**config.mk**
```make
export PLATFORM = sky130hd
export DESIGN_NAME = mux_n1_stream
export DESIGN_NICKNAME = d
export VERILOG_FILES = /design/src/rtl/mux_n1_stream.sv
export SDC_FILE = /design/constraint.sdc
export NUM_CORES = 1
export LEC_CHECK = 0
export ABC_AREA = 1
export BUFFER_PORTS_ARGS = -buffer_cell sky130_fd_sc_hd__buf_2
export CORE_ASPECT_RATIO = 0.9
export CORE_MARGIN = 4
export CORE_UTILIZATION = 38
export CTS_CLUSTER_SIZE = 25
export DETAILED_ROUTE_END_ITERATION = 10
export GPL_TIMING_DRIVEN = 0
export PLACE_DENSITY = 0.71
export SLEW_MARGIN = 0
export SYNTH_ARGS = -nofsm -noshare
export SYNTH_HDL_FRONTEND = slang
export SYNTH_SLANG_ARGS = --single-unit
export TNS_END_PERCENT = 10
```
**constraint.sdc**
```tcl
create_clock -name clk -period 1 [get_ports clk]
set_input_delay 0 -clock clk [delete_from_list [all_inputs] [get_ports clk]]
set_output_delay 0 -clock clk [all_outputs]
set_load 0.03 [all_outputs]
```
**src/rtl/mux_n1_stream.sv**
```systemverilog
// Registered N-to-1 stream mux with round-robin arbitration and valid/ready on every port.
// Optional forced-select override (ports s, s_en) is enabled by defining MUX_N1_SEL_EN.
module mux_n1_stream #(
  parameter int W  = 8,
  parameter int N  = 2,
  parameter int SW = 1
) (
  input  logic            clk,
  input  logic            rst,
  input  logic [N*W-1:0]  i,
  input  logic [N-1:0]    i_vld,
  output logic [N-1:0]    i_rdy,
  output logic [W-1:0]    o,
  output logic [SW-1:0]   o_ch,
  output logic            o_vld,
  input  logic            o_rdy
`ifdef MUX_N1_SEL_EN
  ,
  input  logic [SW-1:0]   s,
  input  logic            s_en
`endif
);

  logic [W-1:0]  o_q, o_d;
  logic [SW-1:0] o_ch_q, o_ch_d;
  logic          o_vld_q, o_vld_d;
  logic [SW-1:0] p_q, p_d;

  logic          load;
  logic          gnt_vld;
  logic          ovr;
  logic [SW-1:0] gnt;
  logic          xfer;

  // First valid channel at or after the pointer, wrapping at N.
  always_comb begin
    gnt     = '0;
    gnt_vld = 1'b0;
    ovr     = 1'b0;
    for (int off = 0; off < N; off++) begin
      int idx;
      idx = int'(p_q) + off;
      if (idx >= N) idx = idx - N;
      if (!gnt_vld && i_vld[idx]) begin
        gnt     = SW'(idx);
        gnt_vld = 1'b1;
      end
    end
`ifdef MUX_N1_SEL_EN
    if (s_en) begin
      ovr     = 1'b1;
      gnt     = s;
      gnt_vld = (int'(s) < N) ? i_vld[s] : 1'b0;
    end
`endif
  end

  assign load  = ~o_vld_q | o_rdy;
  assign xfer  = gnt_vld & load & ~rst;
  assign i_rdy = xfer ? (N'(1) << gnt) : '0;

  always_comb begin
    o_d     = o_q;
    o_ch_d  = o_ch_q;
    o_vld_d = o_vld_q;
    p_d     = p_q;
    if (xfer) begin
      o_d     = i[int'(gnt)*W +: W];
      o_ch_d  = gnt;
      o_vld_d = 1'b1;
      // Override transfers leave the round-robin position untouched.
      if (!ovr) p_d = (int'(gnt) == N-1) ? '0 : gnt + SW'(1);
    end else if (load) begin
      o_vld_d = 1'b0;
    end
  end

  // NOTE: sequential state uses non-blocking assignments so every flop samples pre-edge values.
  always_ff @(posedge clk) begin
    if (rst) begin
      o_q     <= '0;
      o_ch_q  <= '0;
      o_vld_q <= 1'b0;
      p_q     <= '0;
    end else begin
      o_q     <= o_d;
      o_ch_q  <= o_ch_d;
      o_vld_q <= o_vld_d;
      p_q     <= p_d;
    end
  end

  assign o     = o_q;
  assign o_ch  = o_ch_q;
  assign o_vld = o_vld_q;

endmodule

```
==> flow_summary.ini <==
[clock_tree]
cts_max_path_buffers = 2
numCtsBuffers = 3
root_buffer = clkbuf_4
cts_tree = built
h-tree-depth = 1
insertion_delay_ns = 0.27
clk_pin_slew_ns = 0.08
cts_sinks = 11

[finish]
n_antenna_cell = 0
nNetsFinal = 145
regArea_um2 = 225.2
design_area_um2 = 954.7
drive_gt1_frac = 0.6098
final_util = 0.6311
syn_to_final_growth_pct = 51.09
multiInputGateArea_um2 = 381.6
nFillCells = 148

[timing]
max_clock_freq_mhz = 910.0
hold_viol_final = 0
tightest_slew_ns = 0.1531
rsz0062_at_grt = true
worst_slack_ns = -0.09888
fin_tns_setup_ns = -0.5923
fin_crit_ns = 1.099
setup_viol = 11
slew_violations = 0
skew_ns = 0.001097
finalCritPeriodShare = 1.099
hold_slack_ns = 0.03071
max_slew_margin = 0.8979

[floorplanning]
io_pins = 33
num_rows = 13
core_area_um2 = 1513
dieArea_um2 = 2380
die_w_um = 50.98
start_util = 0.4177
die_h_um = 46.69

[yosys]
synthesis.yosys.warnings = 0
syn_area_um2 = 631.9
ys_seq_area_frac = 0.3485
postSynthCellCount = 81
syn_area_per_cell_um2 = 7.801
syn-num-nets = 102
synthDistinctLibCells = 13
ys_seq_elements = 11

[critical_path]
critPathKind = register to output port
cp-end-kind = output port
cp_max_fo = 3
worst-endpoint-arrival_ns = 1.10
cp_data_required_time_ns = 1.00
start_kind = register

[place]
place_area_um2 = 820.8
port_buffers = 31
gp_congestion = 0.7044
dp_hpwl_um = 1153

[route]
wl_per_cell_um = 11.87
ant_nets = 0
drc_errors = 0
drt_iter0_drc = 4
wl_met2_um = 806
dr.pass1.iters = 3
wl_um = 1721
num_vias = 654
avgViaCountPerCell = 4.510
wl_met1_um = 806
top_layer_used = met4
dr_wl_met3_um = 98

[pwr]
p_total_mw = 1.175
p_leak_nw = 0.4757
power_density_nw_per_um2 = 1230
peakVddDrop_v = 0.0007728

[run_status]
violations = negative setup slack
outcome = finished with violations

[grt]
antenna_found_initial = 0
grt_pass1_wl_um = 2829
first_global_vias = 640
grt_max_degree = 11
overflow = 0
track_usage = 0.1575

[run]
maxCapViolCount = 0

[min_path]
hold_class = input pin to register
[cell families after synthesis]
group | count (synthesis) | share of synthesized area
buffers and inverters | 8 | 0.1049
AO/OA/AOI/OAI | 11 | 0.1406
flip-flops | 11 | 0.3485
AND/OR/NAND/NOR | 51 | 0.4059
[layout make-up]
class | instances | area share
Inverter | 5 | 0.03014
Sequential cell | 11 | 0.2359
Tap cell | 22 | 0.02883
Buffer | 3 | 0.04456
Multi-Input combinational cell | 62 | 0.3997
Timing Repair Buffer | 38 | 0.2333
Clock buffer | 4 | 0.02752
[report_power, final]
group	internal, mW	switching [mW]
sequential	0.465	0.0172
combinational	0.157	0.222
clock	0.154	0.159
[synth_stat cells, drive strengths merged]
cell,number,area share
nand2,40,0.30
a21oi,11,0.14
dfxtp,11,0.35
nand3,8,0.063
inv,4,0.024
buf,3,0.067
nor2,3,0.042
clkinv,1,0.014
[routing by layer]
layer | GRT usage | up-vias
met4 | 0.05914 | 0
met2 | 0.2648 | 16
met3 | 0.04207 | 2
li1 | - | 342
met5 | 0 | -
met1 | 0.1935 | 294
[placed cells by master (no fill, tap or decap)]
master	synthesis	final
clkbuf_1	0	1
a21oi_1	2	2
dlygate4sd3_1	0	1
dfxtp_2	0	1
clkbuf_4	0	3
inv_1	4	1
buf_6	2	4
inv_2	0	2
nand2_8	0	1
nand2_2	10	9
buf_2	0	29
buf_12	1	1
nand3_1	8	8
dfxtp_1	11	9
clkinv_4	1	1
nand2_1	28	26
buf_4	0	6
inv_6	0	1
nand2_4	2	4
a21oi_2	9	9
nor2_4	2	3
dfxtp_4	0	1
[registers in the layout, indices dropped and copies added, names as in the netlist]
register  cells
o             8
p_q           1
o_ch          1
o_vld         1
[worst max-delay path: stages (launching register included)]
cell and delay (ns):
dfxtp_4 0.35, nand2_4 0.06, nand2_4 0.07, buf_12 0.13
nor2_4 0.08, buf_6 0.13
[metrics by stage]
stage / setup slack [ns] / cells
after detailed placement: -0.1126 / 134
after global placement: -0.09219 / 134
after floorplan: 0.01864 / 81
final: -0.09888 / 145
after CTS: -0.08227 / 145
after global routing: -0.1523 / 145
[final timing paths]
kind         startpoint  endpoint  slack, ns  depth (start not counted)
min reg2reg        o[3]      o[3]       0.47                          2
max reg2reg       o_vld       p_q      -0.06                          6
min               o_rdy     o_vld       0.03                          4
max               o_vld  i_rdy[0]       -0.1                          5
[timing repair]
item                                    CTS  global route
setup buffers                             6             0
hold endpoints to repair                  1             0
pin swaps                                 5             3
hold buffers                              1             0
endpoints found under the setup margin   11            11
gates resized for setup                  17             0
Note: power is estimated with default switching activity, not from simulation.
